`config.mk`:
```
export PLATFORM = sky130hd
export DESIGN_NAME = nvram_sector_seq
export DESIGN_NICKNAME = d
export VERILOG_FILES = /design/src/rtl/nvram_sector_seq.sv
export SDC_FILE = /design/constraint.sdc
export NUM_CORES = 1
export LEC_CHECK = 0
export BUFFER_PORTS_ARGS = -buffer_cell sky130_fd_sc_hd__buf_2
export CAP_MARGIN = 20
export CORE_AREA = 2 2 57 59
export CTS_CLUSTER_SIZE = 16
export DETAILED_ROUTE_END_ITERATION = 16
export DIE_AREA = 0 0 59 61
export PLACE_DENSITY = 0.65
export SLEW_MARGIN = 30
export SYNTH_ARGS = -nofsm -noshare
export SYNTH_HDL_FRONTEND = slang
export SYNTH_SLANG_ARGS = --single-unit
```
`constraint.sdc`:
```
create_clock -name clk_sys -period 1.9 [get_ports clk_sys]
set_input_delay 0.19 -clock clk_sys [delete_from_list [all_inputs] [get_ports clk_sys]]
set_output_delay 0.19 -clock clk_sys [all_outputs]
set_load 0.01 [all_outputs]
```
`src/rtl/nvram_sector_seq.sv`:
```
`default_nettype none
// +--------------------------------------------------------------------------+
// | Module   : nvram_sector_seq                                              |
// | Brief    : Sector-by-sector load/save sequencer for an NVRAM save slot.  |
// |            Optional HPS watchdog enabled by defining NVSEQ_TIMEOUT_EN.   |
// | Revision : 1.0                                                           |
// +--------------------------------------------------------------------------+
module nvram_sector_seq #(
  parameter int SLOTS     = 4,
  parameter int SECT_LOG2 = 6,
  parameter int TMO_W     = 20
) (
  input  logic                                          clk_sys,
  input  logic                                          RESET_n,
  input  logic                                          ena,
  input  logic                                          load_req,
  input  logic                                          save_req,
  input  logic [((SLOTS > 1) ? $clog2(SLOTS) : 1)-1:0] slot,
  input  logic                                          nvram_we,
  output logic [31:0]                                   sd_lba,
  output logic                                          sd_rd,
  output logic                                          sd_wr,
  input  logic                                          sd_ack,
  output logic                                          busy,
  output logic                                          loading,
  output logic                                          dirty,
  output logic                                          error,
  output logic                                          done
);

  localparam int                       c_SLOT_W    = (SLOTS > 1) ? $clog2(SLOTS) : 1;
  localparam logic [c_SLOT_W-1:0]      c_SLOT_MAX  = c_SLOT_W'(SLOTS - 1);
  localparam logic [SECT_LOG2-1:0]     c_SECT_LAST = '1;

  if (SLOTS < 1 || SLOTS > 16) begin : g_bad_slots
    $error("nvram_sector_seq: SLOTS must be 1..16");
  end
  if (SECT_LOG2 < 1 || SECT_LOG2 > 8) begin : g_bad_sect
    $error("nvram_sector_seq: SECT_LOG2 must be 1..8");
  end
  if (TMO_W < 1) begin : g_bad_tmo
    $error("nvram_sector_seq: TMO_W must be at least 1");
  end

  typedef enum logic [1:0] {
    S_IDLE = 2'd0,
    S_REQ  = 2'd1,
    S_XFER = 2'd2,
    S_DONE = 2'd3
  } state_t;

  state_t                 r_state, w_state_nxt;
  logic                   r_load_q, r_save_q, r_ack_q;
  logic [c_SLOT_W-1:0]    r_slot, w_slot_nxt;
  logic [SECT_LOG2-1:0]   r_sector, w_sector_nxt;
  logic                   r_rd, w_rd_nxt;
  logic                   r_wr, w_wr_nxt;
  logic                   r_busy, w_busy_nxt;
  logic                   r_loading, w_loading_nxt;
  logic                   r_dirty, w_dirty_nxt;
  logic                   w_load_rise, w_save_rise, w_start;
  logic                   w_ack_rise, w_ack_fall;
  logic                   w_tmo_hit;
`ifdef NVSEQ_TIMEOUT_EN
  logic [TMO_W-1:0]       r_tmo;
  logic                   r_error;
  logic                   w_err_set, w_err_clr;
`endif

  assign w_load_rise = load_req & ena & ~r_load_q;
  assign w_save_rise = save_req & ena & ~r_save_q;
  assign w_start     = w_load_rise | w_save_rise;
  assign w_ack_rise  = sd_ack & ~r_ack_q;
  assign w_ack_fall  = ~sd_ack & r_ack_q;

  always_comb begin
    w_state_nxt   = r_state;
    w_slot_nxt    = r_slot;
    w_sector_nxt  = r_sector;
    w_rd_nxt      = r_rd;
    w_wr_nxt      = r_wr;
    w_busy_nxt    = r_busy;
    w_loading_nxt = r_loading;
`ifdef NVSEQ_TIMEOUT_EN
    w_err_set     = 1'b0;
    w_err_clr     = 1'b0;
`endif
    case (r_state)
      S_IDLE: begin
        if (w_start) begin
          w_state_nxt   = S_REQ;
          w_slot_nxt    = (slot > c_SLOT_MAX) ? c_SLOT_MAX : slot;
          w_sector_nxt  = '0;
          w_loading_nxt = w_load_rise;
          w_rd_nxt      = w_load_rise;
          w_wr_nxt      = ~w_load_rise;
          w_busy_nxt    = 1'b1;
`ifdef NVSEQ_TIMEOUT_EN
          w_err_clr     = 1'b1;
`endif
        end
      end
      S_REQ: begin
        if (w_tmo_hit) begin
          w_rd_nxt    = 1'b0;
          w_wr_nxt    = 1'b0;
          w_state_nxt = S_DONE;
`ifdef NVSEQ_TIMEOUT_EN
          w_err_set   = 1'b1;
`endif
        end else if (w_ack_rise) begin
          w_rd_nxt    = 1'b0;
          w_wr_nxt    = 1'b0;
          w_state_nxt = S_XFER;
        end
      end
      S_XFER: begin
        if (w_tmo_hit) begin
          w_state_nxt = S_DONE;
`ifdef NVSEQ_TIMEOUT_EN
          w_err_set   = 1'b1;
`endif
        end else if (w_ack_fall) begin
          if (r_sector == c_SECT_LAST) begin
            w_state_nxt = S_DONE;
          end else begin
            w_sector_nxt = r_sector + SECT_LOG2'(1);
            w_rd_nxt     = r_loading;
            w_wr_nxt     = ~r_loading;
            w_state_nxt  = S_REQ;
          end
        end
      end
      S_DONE: begin
        w_state_nxt   = S_IDLE;
        w_busy_nxt    = 1'b0;
        w_loading_nxt = 1'b0;
      end
      default: w_state_nxt = S_IDLE;
    endcase

    // A core write in the save start cycle must win so that write is not lost.
    w_dirty_nxt = r_dirty;
    if (r_state == S_DONE && r_loading)
      w_dirty_nxt = 1'b0;
    else if (nvram_we && !r_loading)
      w_dirty_nxt = 1'b1;
    else if (r_state == S_IDLE && w_save_rise && !w_load_rise)
      w_dirty_nxt = 1'b0;
  end

  // Request history resets as "already high" so a level held through reset needs a fresh edge.
  always_ff @(posedge clk_sys) begin
    if (!RESET_n) begin
      r_state   <= S_IDLE;
      r_load_q  <= 1'b1;
      r_save_q  <= 1'b1;
      r_ack_q   <= 1'b0;
      r_slot    <= '0;
      r_sector  <= '0;
      r_rd      <= 1'b0;
      r_wr      <= 1'b0;
      r_busy    <= 1'b0;
      r_loading <= 1'b0;
      r_dirty   <= 1'b0;
    end else begin
      r_state   <= w_state_nxt;
      r_load_q  <= load_req & ena;
      r_save_q  <= save_req & ena;
      r_ack_q   <= sd_ack;
      r_slot    <= w_slot_nxt;
      r_sector  <= w_sector_nxt;
      r_rd      <= w_rd_nxt;
      r_wr      <= w_wr_nxt;
      r_busy    <= w_busy_nxt;
      r_loading <= w_loading_nxt;
      r_dirty   <= w_dirty_nxt;
    end
  end

`ifdef NVSEQ_TIMEOUT_EN
  assign w_tmo_hit = ((r_state == S_REQ) || (r_state == S_XFER)) && (r_tmo == '1);

  always_ff @(posedge clk_sys) begin
    if (!RESET_n) begin
      r_tmo   <= '0;
      r_error <= 1'b0;
    end else begin
      if ((w_state_nxt != r_state) && ((w_state_nxt == S_REQ) || (w_state_nxt == S_XFER)))
        r_tmo <= '0;
      else if ((r_state == S_REQ) || (r_state == S_XFER))
        r_tmo <= r_tmo + TMO_W'(1);
      if (w_err_clr)
        r_error <= 1'b0;
      else if (w_err_set)
        r_error <= 1'b1;
    end
  end

  assign error = r_error;
`else
  assign w_tmo_hit = 1'b0;
  assign error     = 1'b0;
`endif

  assign sd_lba  = (32'(r_slot) << SECT_LOG2) | 32'(r_sector);
  assign sd_rd   = r_rd;
  assign sd_wr   = r_wr;
  assign busy    = r_busy;
  assign loading = r_loading;
  assign dirty   = r_dirty;
  assign done    = (r_state == S_DONE);

endmodule
`default_nettype wire

```
==> flow_summary.ini <==
[run_status]
status = complete, no violations

[routing]
drtIter0Drc = 33
vias = 958
wirelength_um = 2430
viasPerCell = 4.86
drtPass1Iterations = 4
final_antenna_net_count = 0
drc = 0
wl_per_cell_um = 12.3

[pwr]
irDropWorstVdd_uv = 443
p_leak_uw = 0.000583
power_frac_seq_pct = 36.8
comb_power_share_pct = 43.1
switching_share_pct = 38.6
switchingPower_uw = 479
internal_power_uw = 762
pwr-share-clk_pct = 20.1
power.density_nw_per_um2 = 984

[timing]
slew_violations = 0
fmax_ghz = 0.547
fin_skew_ns = 0.00206
timing.final.crit_share_pct = 96.1
setup_violations = 0
tns_ns = 0
hold_violations = 0
period_minus_slack_ns = 1.83
rsz0062_at_grt = false

[setup_path]
reg2reg_to = r_sector[1]
rr_worst_depth = 6
setup.worst_path.start_class = flop
end_kind = flop
reg2reg_slack_ns = 0.07
required_ns = 2.14
crit_start = r_sector[0]
rr_startpoint = r_sector[0]
critical_path_class = reg -> reg
path_max_fanout = 7
critPathCapture = r_sector[1]
worstPathArrival_ns = 2.07

[layout]
layout_commonest_cell = conb_1
drive_gt1_share_pct = 23.8
final_cell_mix = conb_1 (25), buf_2 (22), dfxtp_1 (17), nor2_1 (13), nand2_1 (13)
area_growth_syn_to_layout_pct = 11.5
antenna_cells = 0
final_cells = 197
n_fill_cell = 308
nets = 179

[clocking]
cts_sinks = 18
htreeDepth = 1
clkTransAtPathRegs_ns = 0.11
cts_buffer_depth = 2
postCtsSetupBuffers = 0
insertion_delay_ns = 0.30
root_buffer = clkbuf_4
cts_tree = done
cts_resized = 0
cts_inserted_buffers = 3
postCtsHoldBufs = 0

[floorplan]
dieArea_sq_um = 3600
die_w_um = 59
std_cell_rows = 20
coreArea_sq_um = 2950
dieHeight_um = 61
ios = 48
start_util_pct = 38.3

[global_route]
antenna_found_initial = 0
grt_usage_pct = 13.1
grt_pass1_wl_um = 3570
overflow = 0
grt_max_degree = 11
grt_pass1_vias = 786

[place]
placedCellCount = 193
io_buffers = 22
dp.final_hpwl_um = 1860
place_congestion = 0.825

[job]
max-cap-violations = 0

[logic_synthesis]
syn_inst = 138
synth_ff_type = dfxtp_1
synth_edf_count = 0
syn_area_sq_um = 1130
syn_avg_cell_area_sq_um = 8.20
ys_seq_elements = 18
seq_area_frac_synth_pct = 31.9
yosysWarnings = 0
async_flop_share_pct = 0
yosysUniqueCellTypes = 38

[min_path]
hp-class = in -> reg
-- synthesized netlist by cell type (2+ instances only) --
library cell  count  area share (%)
inv_1             6             2.0
a311oi_1          2             1.5
a21oi_1           8             3.5
nand3_1           3             1.3
mux2i_1           4             3.5
buf_4            25              17
nand2b_1          3             1.7
nand3b_1          2             1.3
dfxtp_1          18              32
nor2_1           13             4.3
ha_1              5             5.5
o21ai_0           8             3.5
o221a_2           2             2.0
clkbuf_1          2            0.66
nand2_1          13             4.3
and3_1            2             1.1
-- how the worst min path moves through the flow --
stage          startpoint       end  slack (ns)  cells past startpoint
6_report         save_req  r_save_q         0.1                      3
5_1_grt          save_req  r_save_q        0.11                      3
4_1_cts          save_req  r_save_q        0.09                      3
3_5_place_dp     save_req  r_save_q        0.41                      3
3_3_place_gp     save_req  r_save_q        0.41                      3
2_1_floorplan         ena  r_save_q        0.30                      2
-- cell type report --
cell class              instances  area, sq um  share of cell area (%)
multi-input cells             109          656                    52.0
flip-flops and latches         18          362                    28.7
repair buffers                 26          140                    11.1
well taps                      33         41.3                    3.27
clock buffers                   4         36.3                    2.88
inverters                       7         26.3                    2.08
-- per-layer routing --
metal / GRT usage (%) / part of all wire, % / vias to the layer above / routed length, um
met4: 4.87 / 1.6 / 0 / 40
met5: 0 / 0 / - / 0
met1: 16.9 / 42 / 440 / 1010
met2: 21.7 / 52 / 34 / 1260
li1: - / - / 480 / -
met3: 2.77 / 4.9 / 4 / 120
-- power groups by stage --
stage / Sequential [uW] / Clock (uW) / Combinational (uW)
CTS: 455 / 255 / 495
detailed placement: 464 / 0 / 491
finish: 456 / 250 / 535
global placement: 458 / 0 / 475
floorplan: 466 / 0 / 383
global route: 463 / 270 / 589
-- stage by stage --
| stage | hold slack [ns] | worst slack (ns) | total power [uW] | area (sq um) | utilization [%] |
|---|---|---|---|---|---|
| 2_1_floorplan | 0.297 | 0.162 | 849 | 1220 | - |
| 3_3_place_gp | 0.410 | 0.143 | 933 | 1200 | 40.7 |
| 3_5_place_dp | 0.412 | 0.0391 | 955 | 1200 | 40.7 |
| 4_1_cts | 0.0881 | 0.0132 | 1210 | 1240 | 41.9 |
| 5_1_grt | 0.112 | 0.00407 | 1320 | 1260 | 42.7 |
| 6_report | 0.0997 | 0.0733 | 1240 | 1260 | 42.7 |
-- registers in the layout, indices dropped and copies added, names as in the netlist --
| name | count |
|---|---|
| sd_wr | 1 |
| sd_rd | 1 |
| loading | 1 |
| r_load_q | 1 |
| r_slot | 2 |
| dirty | 1 |
| r_save_q | 1 |
| r_sector | 6 |
| r_ack_q | 1 |
| r_state | 2 |
| busy | 1 |
-- cell families after synthesis --
group                      after synthesis  synth area share [%]
muxes                                    4                  3.54
other                                    1                 0.332
and+or+nand+nor                         43                  18.9
adders and majority gates                5                  5.53
DFF                                     18                  31.9
AOI/OAI and AO/OA                       32                  19.8
buffers and inverters                   35                  20.0
-- critical path, cell delays in order, from the launching register on --
cell and delay, ns:
dfxtp_2 0.35, ha_1 0.22, and3_1 0.22, and4_1 0.23
a221o_1 0.36, or2_1 0.25, a21oi_2 0.13
(Power assumes the default switching activity.)
